<file path="src/rtl/mem_defs_pkg.sv">
// Shared encodings for the M-stage memory access unit: access formats,
// bus size codes, FSM states and the latched bus request.
package mem_defs_pkg;

  localparam logic [2:0] FC_W  = 3'b000;
  localparam logic [2:0] FC_H  = 3'b001;
  localparam logic [2:0] FC_HU = 3'b010;
  localparam logic [2:0] FC_B  = 3'b011;
  localparam logic [2:0] FC_BU = 3'b100;

  localparam logic [1:0] SZ_B = 2'd0;
  localparam logic [1:0] SZ_H = 2'd1;
  localparam logic [1:0] SZ_W = 2'd2;

  typedef logic [1:0] state_t;
  localparam state_t ST_IDLE = 2'd0;
  localparam state_t ST_ADDR = 2'd1;
  localparam state_t ST_DATA = 2'd2;
  localparam state_t ST_DONE = 2'd3;

  typedef struct packed {
    logic       wr;
    logic [1:0] size;
    logic [3:0] wstrb;
    logic [1:0] lane;
    logic [2:0] fc;
  } bus_req_t;

  // Unknown format codes are treated as word accesses.
  function automatic logic [1:0] fc_size(input logic [2:0] fc);
    case (fc)
      FC_H, FC_HU: return SZ_H;
      FC_B, FC_BU: return SZ_B;
      default:     return SZ_W;
    endcase
  endfunction

endpackage

</file>
<file path="src/rtl/mem_rdata_fmt.sv">
// Load-data formatter: selects the addressed byte/half lane of the raw bus
// word and sign- or zero-extends it according to the access format.
module mem_rdata_fmt
  import mem_defs_pkg::*;
(
  input  logic [1:0]  lane_i,
  input  logic [2:0]  fc_i,
  input  logic [31:0] raw_i,
  output logic [31:0] data_o
);

  logic [31:0] shifted;

  assign shifted = raw_i >> {lane_i, 3'b000};

  // NOTE: every always_comb output gets a default first so no path infers a latch.
  always_comb begin
    data_o = raw_i;
    case (fc_i)
      FC_H:    data_o = {{16{shifted[15]}}, shifted[15:0]};
      FC_HU:   data_o = {16'h0000, shifted[15:0]};
      FC_B:    data_o = {{24{shifted[7]}}, shifted[7:0]};
      FC_BU:   data_o = {24'h000000, shifted[7:0]};
      default: data_o = raw_i;
    endcase
  end

endmodule

</file>
<file path="src/rtl/mem_access_unit.sv">
// M-stage load/store unit: issues one SRAM-like bus transaction per access,
// stalls the pipeline until it completes and drains flushed transactions.
module mem_access_unit
  import mem_defs_pkg::*;
#(
  parameter int AW = 32,
  parameter int DW = 32
) (
  input  logic          clk,
  input  logic          rst,
  input  logic          memtoregM,
  input  logic          memwriteM,
  input  logic [2:0]    fcM,
  input  logic [AW-1:0] addrM,
  input  logic [DW-1:0] wdataM,
  input  logic          flushM,
  input  logic          advM,
  output logic          data_req,
  output logic          data_wr,
  output logic [1:0]    data_size,
  output logic [3:0]    data_wstrb,
  output logic [AW-1:0] data_addr,
  output logic [DW-1:0] data_wdata,
  input  logic          data_addr_ok,
  input  logic          data_data_ok,
  input  logic [DW-1:0] data_rdata,
  output logic [DW-1:0] rdataM,
  output logic          stallM,
  output logic          adelM,
  output logic          adesM
);

  logic          mem_op, misalign, access, capture;
  logic [1:0]    size_c;
  logic [3:0]    wstrb_c;
  logic [DW-1:0] wdata_c, fmt_data;
  bus_req_t      req_c, req_q;
  logic [AW-1:0] addr_q;
  logic [DW-1:0] wdata_q;
  state_t        state_q, state_d;
  logic          killed_q, killed_d;
  logic [DW-1:0] rdata_q, rdata_d;

  assign mem_op   = memtoregM | memwriteM;
  assign size_c   = fc_size(fcM);
  assign misalign = ((size_c == SZ_H) & addrM[0]) | ((size_c == SZ_W) & (|addrM[1:0]));
  assign access   = mem_op & ~misalign & ~flushM;

  always_comb begin
    wstrb_c = 4'b1111;
    wdata_c = wdataM;
    case (size_c)
      SZ_B: begin
        wstrb_c = 4'b0001 << addrM[1:0];
        wdata_c = {4{wdataM[7:0]}};
      end
      SZ_H: begin
        wstrb_c = 4'b0011 << {addrM[1], 1'b0};
        wdata_c = {2{wdataM[15:0]}};
      end
      default: ;
    endcase
    if (!memwriteM) wstrb_c = 4'b0000;
  end

  assign req_c = bus_req_t'{wr: memwriteM, size: size_c, wstrb: wstrb_c,
                            lane: addrM[1:0], fc: fcM};

  // Formatting uses the latched request so a killed-then-replaced M stage cannot disturb it.
  mem_rdata_fmt u_fmt (
    .lane_i (req_q.lane),
    .fc_i   (req_q.fc),
    .raw_i  (data_rdata),
    .data_o (fmt_data)
  );

  always_comb begin
    state_d  = state_q;
    killed_d = killed_q;
    rdata_d  = rdata_q;
    capture  = 1'b0;
    case (state_q)
      ST_IDLE: begin
        killed_d = 1'b0;
        if (access) begin
          capture = 1'b1;
          state_d = data_addr_ok ? ST_DATA : ST_ADDR;
        end
      end
      ST_ADDR: begin
        if (flushM)       killed_d = 1'b1;
        if (data_addr_ok) state_d  = ST_DATA;
      end
      ST_DATA: begin
        if (flushM) killed_d = 1'b1;
        if (data_data_ok) begin
          if (killed_q | flushM) begin
            killed_d = 1'b0;
            state_d  = ST_IDLE;
          end else begin
            rdata_d = fmt_data;
            state_d = ST_DONE;
          end
        end
      end
      default: begin
        if (advM | flushM) state_d = ST_IDLE;
      end
    endcase
  end

  // NOTE: sequential state uses non-blocking assignments so every register samples pre-edge values.
  always_ff @(posedge clk or posedge rst) begin
    if (rst) begin
      state_q  <= ST_IDLE;
      killed_q <= 1'b0;
      rdata_q  <= '0;
      req_q    <= '0;
      addr_q   <= '0;
      wdata_q  <= '0;
    end else begin
      state_q  <= state_d;
      killed_q <= killed_d;
      rdata_q  <= rdata_d;
      if (capture) begin
        req_q   <= req_c;
        addr_q  <= addrM;
        wdata_q <= wdata_c;
      end
    end
  end

  // In IDLE the bus mirrors the M stage; afterwards it replays the latched request.
  always_comb begin
    data_req   = 1'b0;
    data_wr    = 1'b0;
    data_size  = '0;
    data_wstrb = '0;
    data_addr  = '0;
    data_wdata = '0;
    stallM     = 1'b0;
    adelM      = 1'b0;
    adesM      = 1'b0;
    rdataM     = '0;
    if (!rst) begin
      adelM  = memtoregM & misalign;
      adesM  = memwriteM & misalign;
      rdataM = rdata_q;
      if (state_q == ST_IDLE) begin
        data_req   = access;
        stallM     = access;
        data_wr    = req_c.wr;
        data_size  = req_c.size;
        data_wstrb = req_c.wstrb;
        data_addr  = addrM;
        data_wdata = wdata_c;
      end else begin
        data_req   = (state_q == ST_ADDR);
        stallM     = (state_q == ST_DONE) ? 1'b0 : (killed_q ? mem_op : 1'b1);
        data_wr    = req_q.wr;
        data_size  = req_q.size;
        data_wstrb = req_q.wstrb;
        data_addr  = addr_q;
        data_wdata = wdata_q;
      end
    end
  end

endmodule

</file>
<file path="config.mk">
export PLATFORM = sky130hd
export DESIGN_NAME = mem_access_unit
export DESIGN_NICKNAME = d
export VERILOG_FILES = /design/src/rtl/mem_defs_pkg.sv /design/src/rtl/mem_rdata_fmt.sv /design/src/rtl/mem_access_unit.sv
export SDC_FILE = /design/constraint.sdc
export NUM_CORES = 1
export LEC_CHECK = 0
export BUFFER_PORTS_ARGS = -buffer_cell sky130_fd_sc_hd__buf_2
export CAP_MARGIN = 20
export CORE_MARGIN = 5
export CORE_UTILIZATION = 29
export CTS_CLUSTER_SIZE = 20
export DETAILED_ROUTE_END_ITERATION = 7
export HOLD_SLACK_MARGIN = 0.02
export SYNTH_ARGS = -nofsm -noshare
export SYNTH_HDL_FRONTEND = slang
export SYNTH_SLANG_ARGS = --single-unit
</file>
<file path="constraint.sdc">
create_clock -name clk -period 4.2 [get_ports clk]
set_input_delay 0.42 -clock clk [delete_from_list [all_inputs] [get_ports clk]]
set_output_delay 0.42 -clock clk [all_outputs]
set_load 0.05 [all_outputs]
</file>
==> results_tabular.tex <==
\begin{tabular}{lr}
\hline
Metric & Value \\
\hline
\multicolumn{2}{l}{\textbf{Critical path}} \\
Worst endpoint required time & 3.78 ns \\
Largest stage delay on the critical path & 0.47 ns \\
Crit path max fanout & 26 \\
Standard cell with the maximum stage delay on the critical path & nor3\_1 \\
Arrival time of the worst setup path & 2.67 ns \\
Critical Setup Path Class & register to output pin \\
Cells along the critical path & inv\_1, ha\_4, inv\_1, nor3\_1, o21ai\_4, buf\_4, a21oi\_1, buf\_2 \\
Most Frequent Cell on Critical Path & inv\_1 \\
Crit start category & register \\
Setup crit end kind & output pin \\
\multicolumn{2}{l}{\textbf{Clock network}} \\
TritonCTS buffer count & 9 \\
Clock-pin slew of the registers on the worst-case setup and hold paths & 0.08 ns \\
TritonCTS clock tree & yes \\
CTS H-tree lvls & 3 \\
CTS Hold Buffers Added & 0 \\
Total number of clock tree sinks & 109 \\
Clk\_lat worst skew & 0.36 ns \\
Largest buffer count on any clock path & 2 \\
Buffers inserted by post-CTS timing repair & 0 \\
Quantity of gates resized following cts & 0 \\
Root cell of the clock tree & clkbuf\_16 \\
\multicolumn{2}{l}{\textbf{Synth}} \\
Mapped Nets & 972 \\
Flip-flop and latch count after synthesis & 109 \\
Most used flip-flop cell after synthesis & dfrtp\_1 \\
Post-synth top cells & nand2\_1, dfrtp\_1, nor2\_1 \\
Sequential share of the synthesized area & 39.8\% \\
Fraction of synthesized cell area taken by the top area cell type & 39.8\% \\
Top-count cell post-synth & nand2\_1 \\
Synth Area in XOR/XNOR & 0.511\% \\
Adder-cell share of the synthesized area & 0.912\% \\
Synth top area cells & dfrtp\_1, nand2\_1, mux2i\_1 \\
Count of cell types in the netlist & 43 \\
Fraction of the mapped netlist area in simple logic gates & 23.7\% \\
Count of flip-flops with a built-in enable after synthesis & 0 \\
Cell taking the most area after synthesis & dfrtp\_1 \\
FFs w/ async S/R, synth & 100\% \\
Dominant combinational cell family by area after synthesis & simple AND/OR/NAND/NOR gates \\
Synthesized-area fraction occupied by ao, oa, aoi and oai cells & 19.4\% \\
Post-synthesis instance area & 6860 µm² \\
Post-synthesis area per instance & 7.98 µm² \\
Mux share of post-synthesis cell area & 10.4\% \\
Instance count of the mapped netlist & 860 \\
Warning count from the yosys run & 0 \\
\multicolumn{2}{l}{\textbf{Final layout}} \\
Multi-input gate area & 3790 µm² \\
Proportion of layout cells with a drive suffix above 1 & 25.9\% \\
Area growth from synthesis to layout & 23.4\% \\
Sequential standard cell area & 2730 µm² \\
Fill cell instance count of the final layout & 2489 \\
Total Nets Final & 1142 \\
\multicolumn{2}{l}{\textbf{GRT}} \\
First-pass GRT wire length & 34800 µm \\
Largest net degree at the start of global routing & 71 \\
Number of global-route vias before repair & 6406 \\
Total global routing overflow & 0 \\
Initial antenna violation count & 1 \\
Total global-route track usage & 16.2\% \\
\multicolumn{2}{l}{\textbf{Timing}} \\
Setup tns final & 0 ns \\
Fmax achieved & 323 MHz \\
Final worst clock skew & 0.0165 ns \\
Worst Tran Pin Value & 0.987 ns \\
Setup violations, final & 0 \\
Unrepaired setup endpoints after global routing & no \\
Pins Over Slew Limit & 0 \\
Final number of hold-violating endpoints & 0 \\
Crit share post-route & 73.6\% \\
Final min period & 3.09 ns \\
Max-slew headroom at the worst pin & 34.2\% \\
\multicolumn{2}{l}{\textbf{Route}} \\
DRC Markers & 0 \\
Final routed wire length divided by cell count & 16.3 µm \\
Via count of the routed design & 6609 \\
Post-Route WL & 22100 µm \\
Detailed-route vias per instance & 4.88 \\
Drt first pass iters & 5 \\
DRC marker count from the first detailed-route iteration & 403 \\
Final ANT Viol Nets & 0 \\
\multicolumn{2}{l}{\textbf{Floorplanning}} \\
Area of the die & 26800 µm² \\
Width of the die & 164 µm \\
Number of primary I/O pins & 214 \\
Std-Cell Rows & 56 \\
Vertical die dimension & 164 µm \\
Placeable core region & 23400 µm² \\
Initial cell density of the core & 29.3\% \\
\multicolumn{2}{l}{\textbf{Hold path}} \\
Hold crit path type & primary input to register \\
\multicolumn{2}{l}{\textbf{Placement}} \\
Placed wire-length estimate after detailed placement & 16200 µm \\
RePlAce Congestion & 0.867 \\
Number of I/O port buffers & 213 \\
\multicolumn{2}{l}{\textbf{Pwr}} \\
Total leakage power & 4.21 nW \\
Power per Cell Area & 748 nW/µm² \\
Worst ir drop on vdd & 0.000370 V \\
Total power consumption of the routed design & 0.00633 W \\
\multicolumn{2}{l}{\textbf{Run}} \\
Max cap viols & 0 \\
\multicolumn{2}{l}{\textbf{Status}} \\
Status & complete, no violations \\
\hline
\end{tabular}
sequential cells by signal (all words and copies together), names as in the netlist:
name,flops
addr_q,31
killed_q,1
rdata_q,32
req_q,11
state_q,2
wdata_q,32
stage by stage:
stage / utilization, % / instance area, µm² / setup slack, ns / instances / hold WS [ns]
final: 36.2 / 8470 / 1.11 / 1355 / 0.261
after global routing: 36.2 / 8470 / 0.889 / 1355 / 0.260
after CTS: 36.2 / 8470 / 1.03 / 1354 / 0.245
after detailed placement: 34.9 / 8170 / 1.45 / 1338 / 0.461
after global placement: 34.9 / 8170 / 1.47 / 1338 / 0.456
after floorplan: - / 6870 / 0.524 / 860 / 0.442
path summary, 6_finish.rpt:
kind                                  from          end  slack, ns  cells past startpoint
min in group asynchronous              rst  rdata_q[10]       0.44                      3
max in group asynchronous              rst     req_q[8]       2.44                      4
worst min register to register  wdata_q[7]   wdata_q[7]       0.48                      2
worst min-delay path             addrM[23]   addr_q[23]       0.26                      3
worst max register to register    req_q[3]  rdata_q[17]       1.49                      5
worst max-delay path            state_q[0]       stallM       1.11                      8
per-layer routing:
layer  part of all wire (%)  wire length, µm  track usage (%)
met2                     45            10000             24.9
met1                     47            10500             23.4
met4                    1.4              307             3.77
met5                      0                0                0
met3                    5.7             1260             3.34
placed cells by master (no fill, tap or decap), types with 17 or more instances in the layout:
master      n
a211oi_1   34
a21oi_1    35
a31oi_1    17
buf_2     212
buf_4      17
dfrtp_1   109
mux2i_1    66
nand2_1   217
nor2_1     84
nor2b_1    44
o21ai_0    62
o22ai_1    18
logic make-up (layout without fill, tap and decap cells):
| logic type | after synthesis | after routing |
|---|---|---|
| simple gates | 379 | 379 |
| xor+xnor | 4 | 4 |
| buf+inv | 86 | 261 |
| fa+ha+maj | 5 | 5 |
| other cells | 0 | 1 |
| compound gates | 207 | 207 |
| mux | 70 | 70 |
| flops | 109 | 109 |
cell type report:
| type | instances | area share [%] |
|---|---|---|
| Clock buffer | 9 | 2.66 |
| Multi-Input combinational cell | 665 | 44.8 |
| Clock inverter | 7 | 0.827 |
| Sequential cell | 109 | 32.2 |
| Inverter | 16 | 0.754 |
| Tap cell | 319 | 4.71 |
| Timing Repair Buffer | 229 | 14.0 |
| Antenna cell | 1 | 0.0296 |
power breakdown:
| group | internal (W) | total [W] | switching [W] |
|---|---|---|---|
| combinational | 0.00113 | 0.00359 | 0.00246 |
| sequential | 0.00155 | 0.00188 | 0.000332 |
| clock | 0.000418 | 0.000861 | 0.000443 |
worst max-delay path, delay by kind of cell, from the launching register on:
family | cells | cell delay, ns
compound gates | 2 | 0.28
fa+ha+maj | 1 | 0.28
buf+inv | 4 | 0.83
flops | 1 | 0.43
simple gates | 1 | 0.47
No activity file was read; power rests on OpenSTA's default activity.
